$ cat src/rtl/somador_serial_ctrl_if.sv
// rtl/somador_serial_ctrl_if.sv - start/done handshake and operand/result bus for the serial adder
// The master drives the request and operands; the slave returns status and results.
interface somador_serial_ctrl_if #(
  parameter int WIDTH = 8
);
  logic             start;
  logic             sub;
  logic [WIDTH-1:0] A;
  logic [WIDTH-1:0] B;
  logic             Cin;
  logic             busy;
  logic             done;
  logic [WIDTH-1:0] S;
  logic             Cout;
  logic             ovf;

  modport master (
    output start, sub, A, B, Cin,
    input  busy, done, S, Cout, ovf
  );

  modport slave (
    input  start, sub, A, B, Cin,
    output busy, done, S, Cout, ovf
  );
endinterface

$ cat src/rtl/somador_serial_ctrl.sv
// rtl/somador_serial_ctrl.sv - bit-serial add/subtract controller around one full-adder cell
// Operands are shifted LSB first through a single cell over WIDTH cycles.
module somador_completo_case (
  input  logic A,
  input  logic B,
  input  logic Cin,
  output logic S,
  output logic Cout
);
  always_comb begin
    S    = 1'b0;
    Cout = 1'b0;
    case ({A, B, Cin})
      3'b000: begin S = 1'b0; Cout = 1'b0; end
      3'b001: begin S = 1'b1; Cout = 1'b0; end
      3'b010: begin S = 1'b1; Cout = 1'b0; end
      3'b011: begin S = 1'b0; Cout = 1'b1; end
      3'b100: begin S = 1'b1; Cout = 1'b0; end
      3'b101: begin S = 1'b0; Cout = 1'b1; end
      3'b110: begin S = 1'b0; Cout = 1'b1; end
      3'b111: begin S = 1'b1; Cout = 1'b1; end
      default: begin S = 1'b0; Cout = 1'b0; end
    endcase
  end
endmodule

module somador_serial_ctrl #(
  parameter int WIDTH = 8
) (
  input  logic                  clk,
  input  logic                  rst,
  somador_serial_ctrl_if.slave  bus
);
  localparam int CW = (WIDTH > 2) ? $clog2(WIDTH) : 1;
  localparam logic [CW-1:0] LAST = CW'(WIDTH - 1);

  typedef enum logic [1:0] {
    IDLE = 2'd0,
    CALC = 2'd1,
    DONE = 2'd2
  } state_t;

  state_t           state_q, state_d;
  logic [WIDTH-1:0] a_sh_q, a_sh_d;
  logic [WIDTH-1:0] b_sh_q, b_sh_d;
  logic [WIDTH-1:0] s_sh_q, s_sh_d;
  logic             carry_q, carry_d;
  logic [CW-1:0]    cnt_q, cnt_d;
  logic [WIDTH-1:0] s_q, s_d;
  logic             cout_q, cout_d;
  logic             ovf_q, ovf_d;

  logic cell_s;
  logic cell_cout;

  somador_completo_case u_cell (
    .A    (a_sh_q[0]),
    .B    (b_sh_q[0]),
    .Cin  (carry_q),
    .S    (cell_s),
    .Cout (cell_cout)
  );

  always_ff @(posedge clk) begin
    if (rst) begin
      state_q <= IDLE;
      a_sh_q  <= '0;
      b_sh_q  <= '0;
      s_sh_q  <= '0;
      carry_q <= 1'b0;
      cnt_q   <= '0;
      s_q     <= '0;
      cout_q  <= 1'b0;
      ovf_q   <= 1'b0;
    end else begin
      state_q <= state_d;
      a_sh_q  <= a_sh_d;
      b_sh_q  <= b_sh_d;
      s_sh_q  <= s_sh_d;
      carry_q <= carry_d;
      cnt_q   <= cnt_d;
      s_q     <= s_d;
      cout_q  <= cout_d;
      ovf_q   <= ovf_d;
    end
  end

  always_comb begin
    state_d = state_q;
    a_sh_d  = a_sh_q;
    b_sh_d  = b_sh_q;
    s_sh_d  = s_sh_q;
    carry_d = carry_q;
    cnt_d   = cnt_q;
    s_d     = s_q;
    cout_d  = cout_q;
    ovf_d   = ovf_q;

    case (state_q)
      IDLE: begin
        if (bus.start) begin
          // Subtraction is A + ~B + 1, so the inverted operand and forced carry go in here.
          a_sh_d  = bus.A;
          b_sh_d  = bus.sub ? ~bus.B : bus.B;
          carry_d = bus.sub ? 1'b1 : bus.Cin;
          cnt_d   = '0;
          state_d = CALC;
        end
      end
      CALC: begin
        carry_d = cell_cout;
        s_sh_d  = {cell_s, s_sh_q[WIDTH-1:1]};
        a_sh_d  = a_sh_q >> 1;
        b_sh_d  = b_sh_q >> 1;
        cnt_d   = cnt_q + CW'(1);
        if (cnt_q == LAST) begin
          // carry_q is the carry into the MSB on this last step.
          s_d     = s_sh_d;
          cout_d  = cell_cout;
          ovf_d   = carry_q ^ cell_cout;
          cnt_d   = '0;
          state_d = DONE;
        end
      end
      DONE: begin
        state_d = IDLE;
      end
      default: begin
        state_d = IDLE;
      end
    endcase
  end

  assign bus.busy = (state_q == CALC) || (state_q == DONE);
  assign bus.done = (state_q == DONE);
  assign bus.S    = s_q;
  assign bus.Cout = cout_q;
  assign bus.ovf  = ovf_q;
endmodule
$ cat src/flat_wrapper.sv
// flat-port wrapper written by rule: the top's interface ports become plain ports
module somador_serial_ctrl_flat 
#(
  parameter int WIDTH = 8
)
  (clk, rst, bus_start, bus_sub, bus_A, bus_B, bus_Cin, bus_busy, bus_done, bus_S, bus_Cout, bus_ovf);
  somador_serial_ctrl_if #(.WIDTH(WIDTH)) bus_i ();
  input  logic clk;
  input  logic rst;
  input wire logic [$bits(bus_i.start)-1:0] bus_start;
  input wire logic [$bits(bus_i.sub)-1:0] bus_sub;
  input wire logic [$bits(bus_i.A)-1:0] bus_A;
  input wire logic [$bits(bus_i.B)-1:0] bus_B;
  input wire logic [$bits(bus_i.Cin)-1:0] bus_Cin;
  output wire logic [$bits(bus_i.busy)-1:0] bus_busy;
  output wire logic [$bits(bus_i.done)-1:0] bus_done;
  output wire logic [$bits(bus_i.S)-1:0] bus_S;
  output wire logic [$bits(bus_i.Cout)-1:0] bus_Cout;
  output wire logic [$bits(bus_i.ovf)-1:0] bus_ovf;
  assign bus_i.start = bus_start;
  assign bus_i.sub = bus_sub;
  assign bus_i.A = bus_A;
  assign bus_i.B = bus_B;
  assign bus_i.Cin = bus_Cin;
  assign bus_busy = bus_i.busy;
  assign bus_done = bus_i.done;
  assign bus_S = bus_i.S;
  assign bus_Cout = bus_i.Cout;
  assign bus_ovf = bus_i.ovf;
  somador_serial_ctrl #(.WIDTH(WIDTH)) u_core (.clk(clk), .rst(rst), .bus(bus_i));
endmodule
$ cat config.mk
export PLATFORM = sky130hd
export DESIGN_NAME = somador_serial_ctrl_flat
export DESIGN_NICKNAME = d
export VERILOG_FILES = /design/src/rtl/somador_serial_ctrl_if.sv /design/src/rtl/somador_serial_ctrl.sv /design/src/flat_wrapper.sv
export SDC_FILE = /design/constraint.sdc
export NUM_CORES = 1
export LEC_CHECK = 0
export ABC_CLOCK_PERIOD_IN_PS = 3600
export BUFFER_PORTS_ARGS = -buffer_cell sky130_fd_sc_hd__buf_2
export CAP_MARGIN = 30
export CORE_MARGIN = 5
export CORE_UTILIZATION = 31
export DETAILED_ROUTE_END_ITERATION = 7
export PLACE_DENSITY_LB_ADDON = 0.25
export SETUP_SLACK_MARGIN = 0.05
export SYNTH_ARGS = -nofsm -noshare
export SYNTH_HDL_FRONTEND = slang
export SYNTH_HIERARCHICAL = 1
export SYNTH_SLANG_ARGS = --single-unit
$ cat constraint.sdc
create_clock -name clk -period 3.6 [get_ports clk]
set_clock_uncertainty 0.05 [all_clocks]
set_input_delay 0.18 -clock clk [delete_from_list [all_inputs] [get_ports clk]]
set_output_delay 0.18 -clock clk [all_outputs]
set_load 0.01 [all_outputs]
Word-level counts from Yosys, hierarchy flattened:

Memories as Yosys holds them, arrays and structs flattened. A register that Yosys moved wholly into a read port is not among the register bits.
Cells that the tools add are included.

* register bits: 40
* memory bits (read-only): 16
* bits of input ports: 21
* word-level logic and storage cells: 40
* memories kept: 1

* $add $sub $neg: 1
* eq/ne operators: 5
* muxes and demuxes: 16
* bitwise logic cells: 2
* reductions and logical operators: 6

Memory list
* (no name shown): depth 8, bits a word 2, read ports 1, clocked after memory_dff 1, write ports 0, RTL line somador_serial_ctrl.sv:13 `case ({A, B, Cin})`

Operators with widths (count)
* $pmux 8 s2: 2
* $mux 8: 3
* $mux 3: 4
* $not 8->8: 1
* $pmux 3 s2: 1
* $reduce_and 2->1: 3
* $mux 2: 2
* $pmux 2 s2: 1
* $add 3x1->3 const B: 1
* $eq 3x3->1 const B: 1
* $eq 2x1->1 const B: 1
* $eq 2x2->1 const B: 1
* $logic_not 2->1: 1
* $mux 1: 2
* $ne 2x1->1 const B: 1
* $ne 2x2->1 const B: 1
* $pmux 1 s2: 1
* $reduce_bool 2->1: 1
* $logic_or 1x1->1: 1
* $xor 1x1->1: 1

Depth between registers and ports, before layout:

* word-level depth: 6
* depth in mapped cells: 7
* mapped depth without buffers: 5

Modules after synthesis:

The synthesis kept the hierarchy.

By module, submodules not included
* somador_serial_ctrl: instances 1, cells each 197, area each 1823.0 um^2, sequential area each 780.7 um^2
* somador_completo_case: instances 1, cells each 7, area each 50.0 um^2, sequential area each 0.0 um^2

Worst setup path before layout:

No wires, ideal clock.

* path kind: register to register
* start: reg u_core.state_q[0]
* end: reg u_core.b_sh_q[6]
* data arrival time: 1.353 ns
* required time: 3.418 ns
* slack: 2.065 ns
* stages on the path, launching flop included: 8
* period minus slack after synthesis: 1.535 ns
* path through: dfxtp_1 inv_1 ha_1 buf_6 mux2_4 buf_6 o211ai_1 a21oi_1

* cells in the longest elaborated chain, start to end: 3
* elaborated cells between the ends (all ways): 6

RTL lines
* start: declaration: RTL line somador_serial_ctrl.sv:43 `state_t state_q, state_d;`
* start signal: assignment: RTL line somador_serial_ctrl.sv:76 `state_q <= state_d;`
* $eq 2x1->1 or $logic_not 2->1 (tied branches): RTL line somador_serial_ctrl.sv:99 `case (state_q)`
* $reduce_bool 2->1 (no line) or $ne 2x2->1 (tied branches)
* $reduce_and 2->1 (no line)
* end signal: assignment: RTL line somador_serial_ctrl.sv:78 `b_sh_q <= b_sh_d;`
* end: declaration: RTL line somador_serial_ctrl.sv:45 `logic [WIDTH-1:0] b_sh_q, b_sh_d;`

Parallel ways exist; a longest one is shown, timed or not.
A chain may end at the register's enable or synchronous reset.

Final worst setup path:

* start: reg u_core.state_q[1]
* end: reg u_core.cnt_q[0]

* cells in the longest elaborated chain, start to end: 3
* elaborated cells between the ends (all ways): 6

RTL lines
* $eq 2x1->1 or $logic_not 2->1 (tied branches): RTL line somador_serial_ctrl.sv:99
* $reduce_bool 2->1 (no line) or $ne 2x2->1 (tied branches)
* $reduce_and 2->1 (no line)
* end signal: assignment: RTL line somador_serial_ctrl.sv:81 `cnt_q <= cnt_d;`
* end: declaration: RTL line somador_serial_ctrl.sv:48 `logic [CW-1:0] cnt_q, cnt_d;`

Parallel ways exist; a longest one is shown, timed or not.

==> results.md <==
* Hold buffer count at CTS at 0
* RSZ-0062 raised after global routing: false
* Multiplexer area fraction after synthesis at 0.0935
* CTS buffer count at 5
* Simple-gate area share of the yosys netlist at 0.159
* Largest family of logic cells by synthesized area: compound AO/OA/AOI/OAI gates
* PwrDens at 528 nW/µm²
* IO Count at 33
* Buffers inserted by post-CTS timing repair at 0
* WP data required at 3.69 ns
* Synthesized cell area at 1870 µm²
* TritonRoute pass-1 iters at 4
* Post-CTS sizing at 0
* Top FF cell, synth: dfxtp_1
* Yosys warns at 6
* Max Cap Viol at 0
* Die height at 87.7 µm
* Number of global-route vias before repair at 1416
* Setup crit start kind: register
* Global-route wire length before repair at 6350 µm
* Layout cells sized above 1 at 0.216
* R2R cell count at 6
* Post-synthesis area per instance at 9.18 µm²
* Max Fclk at 0.439 GHz
* Ant. Diodes at 0
* Largest net degree at the start of global routing at 40
* Standard-cell rows at 28
* DRC errors left at 0
* GPL Wtd Cong at 0.661
* Final setup vio count at 0
* Seq/Total Area, Yosys at 0.417
* Final global-route overflow total at 0
* Cells after Synth at 204
* H-tree depth at 2
* Number of flops mapped to enable cells by yosys at 0
* Routed len/inst at 12.3 µm
* Crit. End Element: register
* Detailed-route via count at 1424
* Final Util at 0.368
* FFs w/ async S/R, synth at 0
* Rel. slew slack at 0.355
* Non-filler cells, final at 307
* Clk slew on worst S/H paths at 0.08 ns
* Final Max Slew Viols at 0
* Gr usage total at 0.104
* Hold Crit Class: in2reg
* Die Area at 7700 µm²
* Die width at 87.7 µm
* Post-DP HPWL at 2570 µm
* Fin Setup TNS at 0 ns
* Period utilisation layout at 0.632
* Syn Nets at 233
* Final antenna-violating net count at 0
* Placed cell count at 299
* CTS Sinks at 39
* Worst hold path depth at 3
* Root Driver: clkbuf_8
* CTS tree: built
* Netlist cell types at 30
* Initial antenna violation count at 0
* Compound-Gate Fraction of Synth Area at 0.164
* DRT iter0 DRCs at 38
* Fin. Hold Viols at 0
* CP arrival at 2.37 ns
* Static Leak at 0.858 nW
* Post-synthesis xor/xnor area fraction at 0.0468
* Final net count at 260
* Status: complete, no violations
* Final WL at 3770 µm
* Setup slack at placement at 1.33 ns
* CP Class: reg2reg
* Slew of the pin with the lowest slew margin at 0.941 ns
* Skew-Pair Late Insertion Delay at 0.29 ns
* Longest Clk Path Bufs at 2
* Final WS setup at 1.32 ns
* Worst VDD drop at 263 µV
* CP Max Fanout at 19
* Post-Synth Adder-Cell Area at 0.0534
* Initial Util at 0.318
* Area delta synth->final at 15.8%
* Final Critical Period at 2.28 ns
* #FFs+latches synth at 39
* Vias/cell at 4.64
* IO Port Bufs at 32
* CORE AREA at 5890 µm²
flip-flops by register name, indices dropped and copies added (netlist names):
register	count
u_core/state_q	2
u_core/a_sh_q	8
u_core/s_sh_q	7
u_core/b_sh_q	8
u_core/cnt_q	3
u_core/carry_q	1
u_core/bus.Cout	1
u_core/bus.S	8
u_core/bus.ovf	1
cells in the mapped netlist (4+ instances only):
cell	count	share of area
nand2b_1	9	0.030
buf_6	6	0.036
o211ai_1	8	0.032
mux2i_1	16	0.086
inv_1	4	0.0080
nand2_1	29	0.058
xor2_1	9	0.042
dfxtp_1	39	0.42
a21oi_1	24	0.064
nor2_1	18	0.036
ha_1	8	0.053
a211oi_2	7	0.047
critical path: stages (launching register included):
cell and delay, ns:
dfxtp_1 0.35, inv_1 0.08, ha_1 0.38, buf_4 0.29, mux2i_1 0.72, or3_1 0.21, a21oi_1 0.06
routing by layer:
layer	up-vias	GRT usage	routed length, µm
li1	748	-	-
met1	644	0.137	1880
met2	26	0.159	1620
met3	6	0.0357	230
met4	0	0.0377	40
met5	-	0	0
cells in the final DEF (no fill, tap or decap), types with 7 or more instances in the layout:
master	instances
nand2_1	29
a211oi_2	7
buf_2	32
dfxtp_1	39
o211ai_1	8
ha_1	8
xor2_1	9
a21oi_1	24
nor2_1	18
mux2i_1	16
nand2b_1	9
cell families (layout without fill, tap and decap cells):
family,after synthesis,after routing
mux,17,17
simple gates,67,67
buf+inv,19,47
compound gates,44,44
fa+ha+maj,8,8
xor+xnor,10,10
flops,39,39
metrics by stage:
| step | hold WS [ns] | power, mW | cell area, µm² |
|---|---|---|---|
| 2_1_floorplan | 0.314 | 0.696 | 1870 |
| 5_1_grt | 0.125 | 1.21 | 2170 |
| 3_5_place_dp | 0.390 | 0.725 | 2040 |
| 4_1_cts | 0.121 | 1.16 | 2170 |
| 3_3_place_gp | 0.383 | 0.722 | 2040 |
| 6_report | 0.133 | 1.14 | 2170 |
worst paths after layout:
| check | startpoint | to | slack, ns |
|---|---|---|---|
| worst max-delay path | u_core/state_q[1] | u_core/cnt_q[0] | 1.32 |
| worst max register to register | u_core/state_q[1] | u_core/cnt_q[0] | 1.32 |
| worst min register to register | u_core/b_sh_q[7] | u_core/b_sh_q[7] | 0.40 |
| worst min-delay path | bus_A[7] | u_core/a_sh_q[7] | 0.13 |
layout make-up:
class                           count  area (µm²)
Inverter                            5        18.8
Sequential cell                    39         781
Fill cell                         615        3720
Multi-Input combinational cell    146         967
Clock buffer                        6        72.6
Clock inverter                      2        60.1
Tap cell                           75        93.8
Timing Repair Buffer               34         175
power by group:
part | internal (mW) | switching, mW | leakage [nW] | total (mW)
clock network | 0.277 | 0.153 | 0.0654 | 0.430
registers | 0.467 | 0.0221 | 0.318 | 0.489
logic | 0.0966 | 0.129 | 0.474 | 0.226
total | 0.840 | 0.304 | 0.858 | 1.14
Power figures use the tool's default switching activity.
